[config.mk]
export PLATFORM = sky130hd
export DESIGN_NAME = nonce_result_scanner
export DESIGN_NICKNAME = d
export VERILOG_FILES = /design/src/rtl/nonce_result_scanner.sv
export SDC_FILE = /design/constraint.sdc
export NUM_CORES = 1
export LEC_CHECK = 0
export CORE_MARGIN = 2
export CORE_UTILIZATION = 50
export CTS_BUF_LIST = sky130_fd_sc_hd__clkbuf_16
export DETAILED_ROUTE_END_ITERATION = 8
export PLACE_DENSITY_LB_ADDON = 0.15
export SYNTH_ARGS = -nofsm -noshare
export SYNTH_HDL_FRONTEND = slang
export SYNTH_SLANG_ARGS = --single-unit
[constraint.sdc]
create_clock -name clk -period 3.2 [get_ports clk]
set_input_delay 0.48 -clock clk [delete_from_list [all_inputs] [get_ports clk]]
set_output_delay 0.48 -clock clk [all_outputs]
set_load 0.02 [all_outputs]
[src/rtl/nonce_result_scanner.sv]
// -----------------------------------------------------------------------------
// nonce_result_scanner
//
// Purpose:
//   Runs after the hash engine has finished. It reads NUM_NONCES consecutive
//   32-bit hash words from a single-port memory, starting at hash_addr. It then
//   reports two results:
//     - the first nonce whose hash is strictly below the difficulty target;
//     - the minimum hash word seen, and the lowest index that holds it.
//
// Optional feature (compile-time macro SCAN_WRITEBACK_EN):
//   When the macro is defined, a single WB cycle follows the scan. It writes a
//   summary word to base + NUM_NONCES, with this layout:
//     bit 31     : found
//     bits 15:8  : min_idx
//     bits 7:0   : nonce_idx
//   When the macro is undefined, the WB state does not exist, and mem_we and
//   mem_write_data are tied to 0.
//
// Ports:
//   clk            in   single clock
//   reset_n        in   asynchronous, active-low reset
//   start          in   begins a scan; only looked at while idle
//   hash_addr[15:0] in  base address of the hash word for nonce 0
//   target[31:0]   in   a hash qualifies when hash < target (unsigned)
//   done           out  high while idle
//   found          out  at least one qualifying hash in the last scan
//   nonce_idx      out  lowest qualifying nonce index (0 when !found)
//   min_hash[31:0] out  unsigned minimum hash of the last scan
//   min_idx        out  lowest index holding min_hash
//   mem_clk        out  copy of clk for the memory
//   mem_we         out  memory write enable
//   mem_addr[15:0] out  memory address
//   mem_write_data out  memory write data
//   mem_read_data  in   memory read data (one cycle after the address)
//
// Handshake:
//   start is a level that is sampled on a rising edge while done=1. The scan
//   starts on that edge. done falls in the next cycle and rises again once the
//   results are final. While done=0, start is ignored. Results hold until the
//   next accepted start.
//
// Debug:
//   The FSM state is available as the internal signal `state`.
// -----------------------------------------------------------------------------
module nonce_result_scanner #(
  parameter int NUM_NONCES = 16,
  parameter int IDX_W      = 8
) (
  input  logic             clk,
  input  logic             reset_n,
  input  logic             start,
  input  logic [15:0]      hash_addr,
  input  logic [31:0]      target,
  output logic             done,
  output logic             found,
  output logic [IDX_W-1:0] nonce_idx,
  output logic [31:0]      min_hash,
  output logic [IDX_W-1:0] min_idx,
  output logic             mem_clk,
  output logic             mem_we,
  output logic [15:0]      mem_addr,
  output logic [31:0]      mem_write_data,
  input  logic [31:0]      mem_read_data
);

  // Wide enough to count 0..255 plus headroom.
  localparam int CNT_W = 9;
  localparam logic [CNT_W-1:0] LAST_CNT = CNT_W'(NUM_NONCES - 1);

`ifdef SCAN_WRITEBACK_EN
  typedef enum logic [1:0] {
    S_IDLE  = 2'd0,
    S_READ  = 2'd1,
    S_DRAIN = 2'd2,
    S_WB    = 2'd3
  } state_t;
`else
  typedef enum logic [1:0] {
    S_IDLE  = 2'd0,
    S_READ  = 2'd1,
    S_DRAIN = 2'd2
  } state_t;
`endif

  state_t state;
  state_t state_nxt;

  logic [15:0]      base_q;
  logic [31:0]      target_q;
  logic [CNT_W-1:0] rd_cnt;
  // The valid pipe marks which cycle's mem_read_data belongs to an issued
  // read, and it carries that read's index to the compare stage.
  logic             vld_q;
  logic [IDX_W-1:0] vld_idx_q;

  assign mem_clk = clk;

  // ---------------------------------------------------------------------------
  // State register
  // ---------------------------------------------------------------------------
  always_ff @(posedge clk or negedge reset_n) begin
    if (!reset_n) begin
      state <= S_IDLE;
    end else begin
      state <= state_nxt;
    end
  end

  // ---------------------------------------------------------------------------
  // Next state and memory-side outputs
  // ---------------------------------------------------------------------------
  always_comb begin
    state_nxt      = state;
    done           = 1'b0;
    mem_we         = 1'b0;
    mem_addr       = 16'h0000;
    mem_write_data = 32'h0000_0000;
    case (state)
      S_IDLE: begin
        done = 1'b1;
        if (start) state_nxt = S_READ;
      end
      S_READ: begin
        // Addresses wrap modulo 2^16.
        mem_addr = base_q + 16'(rd_cnt);
        if (rd_cnt == LAST_CNT) state_nxt = S_DRAIN;
      end
      S_DRAIN: begin
`ifdef SCAN_WRITEBACK_EN
        state_nxt = S_WB;
`else
        state_nxt = S_IDLE;
`endif
      end
`ifdef SCAN_WRITEBACK_EN
      S_WB: begin
        mem_we         = 1'b1;
        mem_addr       = base_q + 16'(NUM_NONCES);
        mem_write_data = {found, 15'h0000, 8'(min_idx), 8'(nonce_idx)};
        state_nxt      = S_IDLE;
      end
`endif
      default: state_nxt = S_IDLE;
    endcase
  end

  // ---------------------------------------------------------------------------
  // Datapath: latch the request, count the reads, and compare the returns
  // ---------------------------------------------------------------------------
  always_ff @(posedge clk or negedge reset_n) begin
    if (!reset_n) begin
      base_q    <= 16'h0000;
      target_q  <= 32'h0000_0000;
      rd_cnt    <= '0;
      vld_q     <= 1'b0;
      vld_idx_q <= '0;
      found     <= 1'b0;
      nonce_idx <= '0;
      min_hash  <= 32'hFFFF_FFFF;
      min_idx   <= '0;
    end else begin
      vld_q <= 1'b0;

      if (state == S_IDLE && start) begin
        base_q    <= hash_addr;
        target_q  <= target;
        rd_cnt    <= '0;
        found     <= 1'b0;
        nonce_idx <= '0;
        min_hash  <= 32'hFFFF_FFFF;
        min_idx   <= '0;
      end

      if (state == S_READ) begin
        rd_cnt    <= rd_cnt + 1'b1;
        vld_q     <= 1'b1;
        vld_idx_q <= IDX_W'(rd_cnt);
      end

      // vld_q is only ever set in READ or DRAIN, so this compare never
      // overlaps the clear that happens on start.
      // The comparisons are strict, so equal values keep the earlier index,
      // and a hash equal to the target does not qualify.
      if (vld_q) begin
        if (!found && (mem_read_data < target_q)) begin
          found     <= 1'b1;
          nonce_idx <= vld_idx_q;
        end
        if (mem_read_data < min_hash) begin
          min_hash <= mem_read_data;
          min_idx  <= vld_idx_q;
        end
      end
    end
  end

endmodule
==> results.yml <==
critical_path:
  required_ps: 2720
  cp.arrival_ps: 2700
  cp-start-kind: "register"
  worstPathMaxFanout: 5
  crit_type: "register to primary output"
  end_kind: "primary output"
final_layout:
  finalNonFillerCells: 1159
  syn_to_final_growth_pct: 33.2
  layout.nets: 1122
  fin_area_sq_um: 9490
  fin_util: 0.683
  n_fill_cell: 1151
  drive_above_1_share: 0.115
  antenna_cells: 0
placement:
  dp_hpwl_um: 11800
  portBuffers: 149
  gp_congestion: 0.825
  placedCellCount: 1121
  place_area_sq_um: 8730
floorplanning:
  dieArea_sq_um: 15200
  ios: 183
  initial_core_util: 0.513
  die_width_um: 123
  core_area_sq_um: 13900
  die_h_um: 123
  placement_rows: 43
global_routing:
  grt_usage: 0.233
  grt_pass1_vias: 5629
  antenna_found_initial: 0
  grt_max_degree: 60
  grt.overflow.total: 0
  grt_pass1_wl_um: 27200
clock_tree:
  clk_latency_ps: 530
  cts_tree: "yes"
  clkSlewWorstSetupHoldPaths_ps: 50
synth:
  synth-seq-cells: 117
  synth_area_per_cell_sq_um: 8.89
  synthesis.area_sq_um: 7120
  yosysSeqAreaShare: 0.417
  synth_warnings: 0
  synth_cell_types: 50
  syn_inst: 801
  async_reset_ff_frac: 1.00
  synth-edff-count: 0
  synthFlopType: "dfrtp_1"
timing:
  min_period_ps: 3180
  post-route-period-util: 0.994
  relSlewSlack: 0.481
  finalHoldWorstSlack_ps: 468
  hold_viol: 0
  setup_viol: 0
  maxSlewViolCount: 0
  fmax_mhz: 314
  finClkSkew_ps: 6.23
  rsz0062_at_grt: "true"
  tightest_slew_ps: 777
route:
  wl_um: 16600
  dr.pass1.iters: 4
  detail-route-antenna-nets: 0
  via_per_inst: 4.90
  drc_errors: 0
  drt-initial-drc-count: 269
  wl_per_cell_um: 14.3
  vias: 5679
power:
  peakVddDrop_uv: 572
  p_leak_nw: 4.72
  power_density_nw_per_um2: 667
min_path:
  hold_path_class: "primary input to async pin"
run:
  cap_viol_max_count: 0
status:
  status: "finished clean"
-- through the flow --
step,power [mW],setup slack (ps),TNS [ps]
2_1_floorplan,3.50,566,0
3_3_place_gp,4.19,-0.626,-0.811
3_5_place_dp,4.25,-17.4,-43.1
4_1_cts,6.39,2.13,0
5_1_grt,6.70,-98.6,-177
6_report,6.33,18.0,0
-- per-layer routing --
metal  part of all wire  track usage  vias up
li1                   -            -     2907
met5                  0            0        -
met2               0.46        0.366      149
met4              0.021        0.104        0
met3              0.056       0.0572       27
met1               0.46        0.305     2596
-- timing repair --
action,CTS,global route
endpoints found under the setup margin,12,11
pin swaps,6,3
hold buffers,1,0
hold endpoints to repair,24,0
buffers inserted,1,1
resized for setup,38,15
-- state kept, by name, summed over array words and instances (netlist names) --
signal / cells
min_hash: 32
target_q: 32
base_q: 16
rd_cnt: 9
min_idx: 8
nonce_idx: 8
vld_idx_q: 8
state: 2
found: 1
vld_q: 1
-- power by group --
part	leakage (nW)	switching (mW)	internal, mW
clock network	0.348	0.700	1.46
logic	3.12	1.11	1.02
registers	1.25	0.183	1.86
-- layout by cell type (no fill, tap or decap), types with 9 or more instances in the layout --
cell             Yosys  layout
conb_1               1      33
ha_1                72      68
dfrtp_1             85      85
clkdlybuf4s50_1      0     136
dfstp_2             32      32
nand3_1              9       9
o21ai_1             14      12
a21oi_1             29      28
nand2_1            157     157
nand4_1             10      10
mux2i_1             50      50
nor2_1              60      60
inv_1              104     106
buf_4               34      21
clkbuf_16            0      20
o21ai_0             42      42
-- worst paths after layout --
path / slack [ps] / end / start / cells after the start
max in group asynchronous: 1810 / min_hash[31]$_DFF_PN1_ / reset_n / 3
setup / recovery: 20 / mem_addr[10] / base_q[0]$_DFFE_PN0P_ / 10
hold reg to reg: 480 / vld_idx_q[4]$_DFFE_PN0P_ / vld_idx_q[4]$_DFFE_PN0P_ / 2
min in group clk: 470 / base_q[15]$_DFFE_PN0P_ / hash_addr[15] / 3
setup reg to reg: 400 / min_hash[29]$_DFF_PN1_ / min_hash[22]$_DFF_PN1_ / 8
hold / removal: 470 / target_q[17]$_DFFE_PN0P_ / reset_n / 2
-- cell families after synthesis --
kind of cell               share of synthesized area
buffers and inverters                          0.111
other                                       0.000527
muxes                                         0.0703
AOI/OAI and AO/OA                              0.108
and+or+nand+nor                                0.153
xor gates and xnor gates                      0.0111
DFF                                            0.417
adders and majority gates                      0.129
-- critical path: stages (launching register included) --
cell      delay (ps)
dfrtp_1          380
ha_2             210
fa_2             350
a211oi_2         260
o21bai_1         110
a31oi_1          220
o21ai_2          130
buf_4            160
a21oi_2          120
a31o_1           120
buf_6            110
-- synthesized netlist by cell type, types with 4 or more instances --
cell | count | area (sq um)
a211oi_1 | 9 | 67.6
a21o_1 | 7 | 52.6
a21oi_1 | 29 | 145
and3_1 | 5 | 31.3
buf_4 | 34 | 255
buf_8 | 4 | 60.1
clkbuf_1 | 20 | 75.1
dfrtp_1 | 85 | 2130
dfstp_2 | 32 | 841
ha_1 | 72 | 901
inv_1 | 104 | 390
mux2i_1 | 50 | 500
nand2_1 | 157 | 589
nand3_1 | 9 | 45.0
nand4_1 | 10 | 62.6
nor2_1 | 60 | 225
nor3_1 | 8 | 40.0
o21ai_0 | 42 | 210
o21ai_1 | 14 | 70.1
xnor2_1 | 7 | 61.3
-- layout make-up --
cell class / count / area (sq um) / share of cell area
clock buffers: 21 / 510 / 0.0538
clock inverters: 15 / 170 / 0.0179
inverters: 105 / 394 / 0.0416
multi-input cells: 551 / 3560 / 0.376
flip-flops and latches: 117 / 2970 / 0.313
well taps: 180 / 225 / 0.0237
repair buffers: 170 / 1660 / 0.175
Note: power is estimated with default switching activity, not from simulation.
